===== config.mk =====
export PLATFORM = sky130hd
export DESIGN_NAME = note_detector
export DESIGN_NICKNAME = d
export VERILOG_FILES = /design/src/rtl/piano_pkg.sv /design/src/rtl/tone_sync.sv /design/src/rtl/note_detector.sv
export SDC_FILE = /design/constraint.sdc
export NUM_CORES = 1
export LEC_CHECK = 0
export ABC_AREA = 1
export CELL_PAD_IN_SITES_DETAIL_PLACEMENT = 1
export CELL_PAD_IN_SITES_GLOBAL_PLACEMENT = 1
export CORE_MARGIN = 1.5
export CORE_UTILIZATION = 43
export CTS_BUF_LIST = sky130_fd_sc_hd__clkbuf_8
export DETAILED_ROUTE_END_ITERATION = 7
export GPL_TIMING_DRIVEN = 0
export PLACE_DENSITY = 0.8
export SETUP_SLACK_MARGIN = 0.05
export SLEW_MARGIN = 30
export SYNTH_ARGS = -nofsm -noshare
export SYNTH_HDL_FRONTEND = slang
export SYNTH_SLANG_ARGS = --single-unit

===== constraint.sdc =====
create_clock -name clk_in -period 2.6 [get_ports clk_in]
set_input_delay 0.65 -clock clk_in [delete_from_list [all_inputs] [get_ports clk_in]]
set_output_delay 0.65 -clock clk_in [all_outputs]
set_load 0.02 [all_outputs]

===== src/rtl/piano_pkg.sv =====
// Shared piano datapath definitions: note codes, half-period table and
// detector FSM states.
package piano_pkg;

    typedef enum logic [2:0] {
        DO4  = 3'd0,
        RE4  = 3'd1,
        MI4  = 3'd2,
        FA4  = 3'd3,
        SOL4 = 3'd4,
        LA4  = 3'd5,
        SI4  = 3'd6,
        DO5  = 3'd7
    } note_t;

    typedef enum logic [1:0] {
        ST_IDLE    = 2'd0,
        ST_ARMED   = 2'd1,
        ST_CONFIRM = 2'd2,
        ST_LOCKED  = 2'd3
    } det_state_t;

    localparam int unsigned NOTE_COUNT = 8;

    // Half-periods in 100 MHz cycles, also used by the tone generator.
    function automatic int unsigned half_period(input int unsigned idx);
        int unsigned hp;
        case (idx)
            0:       hp = 191113;
            1:       hp = 170263;
            2:       hp = 151687;
            3:       hp = 143173;
            4:       hp = 127553;
            5:       hp = 113637;
            6:       hp = 101239;
            default: hp = 95557;
        endcase
        return hp;
    endfunction

endpackage


===== src/rtl/tone_sync.sv =====
// Two-flop synchronizer for the asynchronous tone input plus a third flop
// that turns its rising edge into a one-cycle pulse.
module tone_sync (
    input  logic clk_in,
    input  logic rst,
    input  logic tone_in,
    output logic rise
);

    logic [2:0] sync_q;

    always_ff @(posedge clk_in or posedge rst) begin
        if (rst) begin
            sync_q <= 3'b000;
        end else begin
            sync_q <= {sync_q[1:0], tone_in};
        end
    end

    assign rise = sync_q[1] & ~sync_q[2];

endmodule


===== src/rtl/note_detector.sv =====
// Measures the period of a square-wave tone and decodes it into a note code,
// locking after two consecutive matching periods.
//
// state      | meaning
// -----------+------------------------------------------------------------
// ST_IDLE    | no reference edge yet (after reset or silence)
// ST_ARMED   | reference edge seen, waiting for a period inside a window
// ST_CONFIRM | one matching period seen (cand), waiting for a repeat
// ST_LOCKED  | note is valid, tracking further periods
module note_detector
    import piano_pkg::*;
#(
    parameter int          TOL      = 2000,
    parameter int          TIMEOUT  = 500000,
    parameter int          CNT_W    = 20,
    // Right shift applied to the half-period table for reduced clock rates.
    parameter int unsigned HP_SHIFT = 0
) (
    input  logic             clk_in,
    input  logic             rst,
    input  logic             tone_in,
    output logic [2:0]       note,
    output logic             note_valid,
    output logic             note_strobe,
    output logic [CNT_W-1:0] period
);

    localparam logic [CNT_W-1:0] CNT_MAX   = '1;
    localparam logic [CNT_W-1:0] TOL_C     = CNT_W'(TOL);
    localparam logic [CNT_W-1:0] TIMEOUT_C = CNT_W'(TIMEOUT);

    logic             tone_edge;
    logic             edge_d;
    logic [CNT_W-1:0] cnt;

    det_state_t state, state_nx;
    note_t      cand, cand_nx;
    note_t      note_q, note_nx;
    logic       valid_nx;
    logic       strobe_nx;
    logic       timeout;

    logic [NOTE_COUNT-1:0] in_win;
    logic                  hit;
    note_t                 hit_code;

    tone_sync u_sync (
        .clk_in  (clk_in),
        .rst     (rst),
        .tone_in (tone_in),
        .rise    (tone_edge)
    );

    // Period counter; edge_d marks the cycle in which period holds a fresh value.
    always_ff @(posedge clk_in or posedge rst) begin
        if (rst) begin
            cnt    <= '0;
            period <= '0;
            edge_d <= 1'b0;
        end else begin
            edge_d <= tone_edge;
            if (tone_edge) begin
                period <= cnt;
                cnt    <= CNT_W'(1);
            end else if (cnt != CNT_MAX) begin
                cnt <= cnt + 1'b1;
            end
        end
    end

    for (genvar k = 0; k < NOTE_COUNT; k++) begin : g_win
        localparam int unsigned NOM_FULL = 2 * (half_period(unsigned'(k)) >> HP_SHIFT);
        localparam logic [CNT_W-1:0] NOM = NOM_FULL[CNT_W-1:0];
        localparam logic [CNT_W-1:0] LO  = NOM - TOL_C;
        localparam logic [CNT_W-1:0] HI  = NOM + TOL_C;
        assign in_win[k] = (period >= LO) && (period <= HI);
    end

    // Overlapping windows resolve to the lowest code, so scan downwards.
    always_comb begin
        hit      = 1'b0;
        hit_code = DO4;
        for (int k = NOTE_COUNT - 1; k >= 0; k--) begin
            if (in_win[k]) begin
                hit      = 1'b1;
                hit_code = note_t'(3'(k));
            end
        end
    end

    // A coincident edge restarts the count, so it beats the timeout.
    assign timeout = (cnt == TIMEOUT_C) && !tone_edge;

    always_ff @(posedge clk_in or posedge rst) begin
        if (rst) begin
            state       <= ST_IDLE;
            cand        <= DO4;
            note_q      <= DO4;
            note_valid  <= 1'b0;
            note_strobe <= 1'b0;
        end else begin
            state       <= state_nx;
            cand        <= cand_nx;
            note_q      <= note_nx;
            note_valid  <= valid_nx;
            note_strobe <= strobe_nx;
        end
    end

    always_comb begin
        state_nx  = state;
        cand_nx   = cand;
        note_nx   = note_q;
        valid_nx  = note_valid;
        strobe_nx = 1'b0;
        if (edge_d) begin
            case (state)
                ST_IDLE: begin
                    state_nx = ST_ARMED;
                end
                ST_ARMED: begin
                    if (hit) begin
                        cand_nx  = hit_code;
                        state_nx = ST_CONFIRM;
                    end
                end
                ST_CONFIRM: begin
                    if (!hit) begin
                        state_nx = ST_ARMED;
                    end else if (hit_code == cand) begin
                        state_nx  = ST_LOCKED;
                        note_nx   = hit_code;
                        valid_nx  = 1'b1;
                        strobe_nx = 1'b1;
                    end else begin
                        cand_nx = hit_code;
                    end
                end
                ST_LOCKED: begin
                    if (!hit) begin
                        state_nx = ST_ARMED;
                        valid_nx = 1'b0;
                    end else if (hit_code != note_q) begin
                        cand_nx  = hit_code;
                        state_nx = ST_CONFIRM;
                        valid_nx = 1'b0;
                    end
                end
                default: begin
                    state_nx = ST_IDLE;
                end
            endcase
        end else if (timeout && state != ST_IDLE) begin
            state_nx = ST_IDLE;
            valid_nx = 1'b0;
        end
    end

    assign note = note_q;

endmodule


### After elaboration in Yosys (flattened, before gate mapping)

Index checks and enable logic that the tools add are counted.

* bitwise operators: 2
* equality and inequality tests: 18
* reduce and logical (&&, ||, !) cells: 20
* add/subtract/negate cells: 1
* $lt $le $gt $ge: 16
* muxes and demuxes: 43

Operator list (count)
* $ge A20 B18 Y1 const B: 4
* $ge A20 B19 Y1 const B: 4
* $le A20 B18 Y1 const B: 4
* $le A20 B19 Y1 const B: 4
* $mux W20: 2
* $mux W3: 13
* $add A20 B1 Y20 const B: 1
* $eq A20 B19 Y1 const B: 1
* $ne A20 B20 Y1 const B: 1
* $mux W1: 18
* $mux W2: 7
* $logic_and A1 B1 Y1: 10
* $ne A2 B2 Y1 const B: 5
* $ne A3 B3 Y1 const B: 3
* $pmux W3 S3: 1
* $ne A4 B4 Y1 const B: 2
* $pmux W2 S4: 1
* $reduce_and A4 Y1: 2
* $reduce_and A7 Y1: 1
* $reduce_bool A2 Y1: 3
* $reduce_and A5 Y1: 1
* $eq A2 B2 Y1 const B: 2
* $eq A3 B3 Y1: 1
* $ne A3 B1 Y1 const B: 1
* other kinds (8): 8

* register bits: 54
* input bits: 3
* word-level logic and storage cells: 109
* output and inout bits: 25

### Logic depth before layout (Yosys ltp)

* depth after elaboration: 15
* mapped depth: 22

### Modules after synthesis

Synthesis repeated with hierarchy kept, for this count alone.

* cell total of the unflattened synthesis: 642
* area, all modules: 4011.3 um2

Modules (own cells, without submodules)
* note_detector: times used 1, area each 3922.5 um2, seq. area each 1276.2 um2, cells an instance 636
* tone_sync: times used 1, area each 88.8 um2, seq. area each 75.1 um2, cells an instance 6

### Worst setup path after synthesis

Ideal clock, no wire load.

* path kind: register -> register
* start point: register period[15]
* end point: register state[0]
* stages on the path, launching flop included: 21
* required time: 2483 ps
* arrival: 2009 ps
* path buffers: 1
* clock period less this slack: 2126 ps
* path slack: 474 ps
* setup time: 117 ps
* path through: dfrtp_1 -> buf_2 -> nand2_2 -> nor2_2 -> nand2_1 -> nor2_1 -> nand3_1 -> nand3_1 -> nand2_2 -> nand2_4 -> nor2_4 -> nand2_1 -> nand2_1 -> nor2_2 -> nand2_2 -> nand2_1 -> nand2_1 -> nand2_1 -> nand2_1 -> nand2_1 -> nand2_1

* cells in the longest elaborated chain, start to end: 13
* elaborated cells between the ends (all ways): 50
* those cells by class: order compare: 16; eq/ne: 5; mux: 20; reduce/logical: 9

Ends and longest elaborated chain
* start, declared: RTL line note_detector.sv:25 `output logic [CNT_W-1:0] period`
* start signal, assigned: RTL line note_detector.sv:63 `period <= cnt;`
* $ge A20 B18 Y1 / $le A20 B18 Y1 (equally long branches): RTL line note_detector.sv:76 `assign in_win[k] = (period >= LO) && (period <= HI);`
* $logic_and A1 B1 Y1: RTL line note_detector.sv:76
* $mux W3 / $mux W1 (equally long branches) (8 in a row): RTL line note_detector.sv:84 `if (in_win[k]) begin`
* $eq A3 B3 Y1, or another cell as far along: RTL line note_detector.sv:130 `end else if (hit_code == cand) begin`
* $ne A4 B4 Y1 (no line) / $pmux W2 S4 (equally long branches)
* $reduce_and A4 Y1 (no line) / $mux W2 (equally long branches)
* end signal, assigned: RTL line note_detector.sv:102 `state <= state_nx;`
* end, declared: RTL line note_detector.sv:36 `det_state_t state, state_nx;`

Parallel ways exist; a longest one is shown, timed or not.
A chain may end at the register's enable or synchronous reset.

### Worst setup path in the final report

* start point: register period[14]
* end point: register state[0]

The elaborated chain is that of the path after synthesis.

==> flow_summary_export.csv <==
group,metric,value,unit
run_status,outcome,"finished clean",
sta,slew_headroom,61.2,%
synth,synthCells,656,
placed_design,hpwl,11600,um
clock_network,clock_latency,320,ps
final_layout,seqCellArea,1360,um2
clock_network,htree_levels,2,
die,start_util,44.2,%
final_layout,final_nets,713,
die,num_io_pins,28,
setup_path,worstPathArrival,2740,ps
die,row_count,35,
min_path,hp-class,"reg2reg",
synth,seq_area_frac_synth,33.1,%
clock_network,clockBufferDepth,2,
sta,clock.fmax,394,MHz
die,coreArea,9240,um2
final_layout,finalInstanceArea,5150,um2
power_and_ir_drop,seqPwrFrac,49.0,%
sta,drv_slew,0,
die,die_h,100,um
grt,grt_pass1_wl,23700,um
synth,ys_ff_latch,54,
final_layout,most-common-layout-cells,"nand2_1, nor2_1, inv_1",
clock_network,cts_buffers,5,
clock_network,cts_root_buffer,"clkbuf_8",
route,drc,0,
grt,grt_usage,30.4,%
synth,yosysWarnings,0,
setup_path,path_class,"reg2reg",
power_and_ir_drop,swShare,32.3,%
sta,hold_viol_final,0,
final_layout,antenna_cells,0,
sta,rsz0062_at_grt,"true",
placed_design,dpl_worst_slack,43.8,ps
placed_design,dpl_cell_area,4550,um2
setup_path,critPathCaptureType,"flip-flop",
final_layout,post-route-util,55.8,%
power_and_ir_drop,p_leak,2.29,nW
grt,grt_pass1_vias,4698,
synth,netlist_area,4090,um2
synth,avgSynthCellArea,6.23,um2
grt,grt_max_degree,51,
synth,synth_fp_nets,661,
sta,worst_pin_slew,582,ps
clock_network,cts_tree,"done",
setup_path,critical_path_required,2810,ps
sta,setup_slack,62.4,ps
setup_path,cp_max_fo,7,
final_layout,drive_gt1_share,21.5,%
route,drt-total-wl,15700,um
die,die_area,10100,um2
route,vias_per_cell,5.58,
sta,min_period_over_period,97.6,%
route,wl_per_cell,18.8,um
sta,skew,11.0,ps
sta,fin_setup_tns,0,ps
power_and_ir_drop,peakVddDrop,0.000285,V
job,maxCapViolations,0,
final_layout,final_common_cell,"nand2_1",
clock_network,hold_buffers,0,
sta,fin_crit,2540,ps
clock_network,clkSlewWorstSetupHoldPaths,100,ps
sta,setup_viol,0,
placed_design,place_congestion,0.970,
final_layout,synthToLayoutAreaGrowth,26.2,%
power_and_ir_drop,p_comb_share,21.0,%
die,dieWidth,100,um
power_and_ir_drop,p_int,1.34,mW
final_layout,multi_input_area,2600,um2
placed_design,io_buffer_count,27,
power_and_ir_drop,powerDensity,384,nW/um2
clock_network,cts_sinks,54,
grt,antenna_found_initial,0,
setup_path,start_kind,"flip-flop",
power_and_ir_drop,p_total,1.98,mW
route,firstDrtPassIters,4,
synth,synth_cell_types,33,
route,ant_nets,0,
route,via_count,4669,
power_and_ir_drop,clkPwrFrac,30.0,%
setup_path,ff2ff_setup_slack,60,ps
route,drt_iter0_drc,196,
power_and_ir_drop,switching_power,640,uW
final_layout,fillers,1237,
grt,overflow,0,
-- what timing repair did --
action / CTS / global route
setup buffers: 0 / 17
gates resized for setup: 4 / 109
setup endpoints to repair: 4 / 15
pin swaps: 0 / 31
-- power by group through the flow --
| stage | clock network [mW] | logic (mW) | registers, mW |
|---|---|---|---|
| 2_1_floorplan | 0 | 0.204 | 0.987 |
| 3_3_place_gp | 0 | 0.355 | 0.974 |
| 3_5_place_dp | 0 | 0.378 | 0.981 |
| 4_1_cts | 0.602 | 0.386 | 0.965 |
| 5_1_grt | 0.621 | 0.458 | 0.977 |
| 6_report | 0.594 | 0.416 | 0.971 |
-- state kept, by name, summed over array words and instances, names as in the netlist --
signal	flops
edge_d	1
period	20
note	3
u_sync.sync_q	3
cnt	20
cand	3
state	2
note_valid	1
note_strobe	1
-- stage by stage --
step | instances | hold slack, ps
floorplan | 656 | 331
global placement | 812 | 333
detailed placement | 813 | 337
CTS | 820 | 359
global route | 837 | 377
finish | 837 | 360
-- critical path, stage by stage, from the launching register on --
cell	delay (ps)
dfrtp_2	500
inv_2	130
o21ai_0	330
a21oi_1	170
nand3_1	110
nand2_1	80
nand2_4	140
nand2_8	90
o21ai_1	170
nand2_2	80
nor2_2	120
nand2_2	80
nand2_2	80
nand2_2	70
nand2_4	80
nand2_2	60
nand2_1	60
nand2_1	50
-- cell type report --
type                       instances  area share [%]
sequential                        54            26.4
clock buffer                       6            1.60
buffer                            20            2.94
tap                              129            3.13
clock inverter                     1           0.583
inverter                          84            6.65
timing repair buffer              45            8.25
multi-input combinational        498            50.4
-- cells by family after synthesis --
| group | count (synthesis) | synth area share [%] |
|---|---|---|
| AOI/OAI and AO/OA | 88 | 11.5 |
| adders and majority gates | 2 | 0.612 |
| buffers and inverters | 104 | 10.4 |
| DFF | 54 | 33.1 |
| and+or+nand+nor | 408 | 44.4 |
-- per-layer routing --
metal | track usage (%) | share of wire, %
met1 | 39.1 | 43
met4 | 12.9 | 3.9
met2 | 52.0 | 51
met5 | 0 | 0
met3 | 3.40 | 2.6
-- Yosys cell counts (all sizes together) --
library cell,count,area (um2)
a211oi,1,7.51
a21oi,22,110
a31oi,3,18.8
buf,12,77.6
clkbuf,8,31.3
clkinv,2,8.75
dfrtp,54,1350
ha,2,25.0
inv,82,308
nand2,203,802
nand3,48,268
nand3b,1,7.51
nand4,23,144
nor2,103,437
nor3,29,150
nor3b,1,7.51
o211ai,2,15.0
o21a,2,15.0
o21ai,54,270
o21bai,3,22.5
o41ai,1,8.76
-- final timing paths --
check	start	endpoint	cells past startpoint
hold reg to reg	u_sync.sync_q[0]$_DFF_PP0_	u_sync.sync_q[1]$_DFF_PP0_	0
max in group asynchronous	rst	period[11]$_DFFE_PP0P_	3
min in group asynchronous	rst	note[2]$_DFFE_PP0P_	2
setup reg to reg	period[14]$_DFFE_PP0P_	state[0]$_DFFE_PP0P_	17
setup / recovery	period[14]$_DFFE_PP0P_	state[0]$_DFFE_PP0P_	17
hold / removal	u_sync.sync_q[0]$_DFF_PP0_	u_sync.sync_q[1]$_DFF_PP0_	0
(Power assumes the default switching activity.)
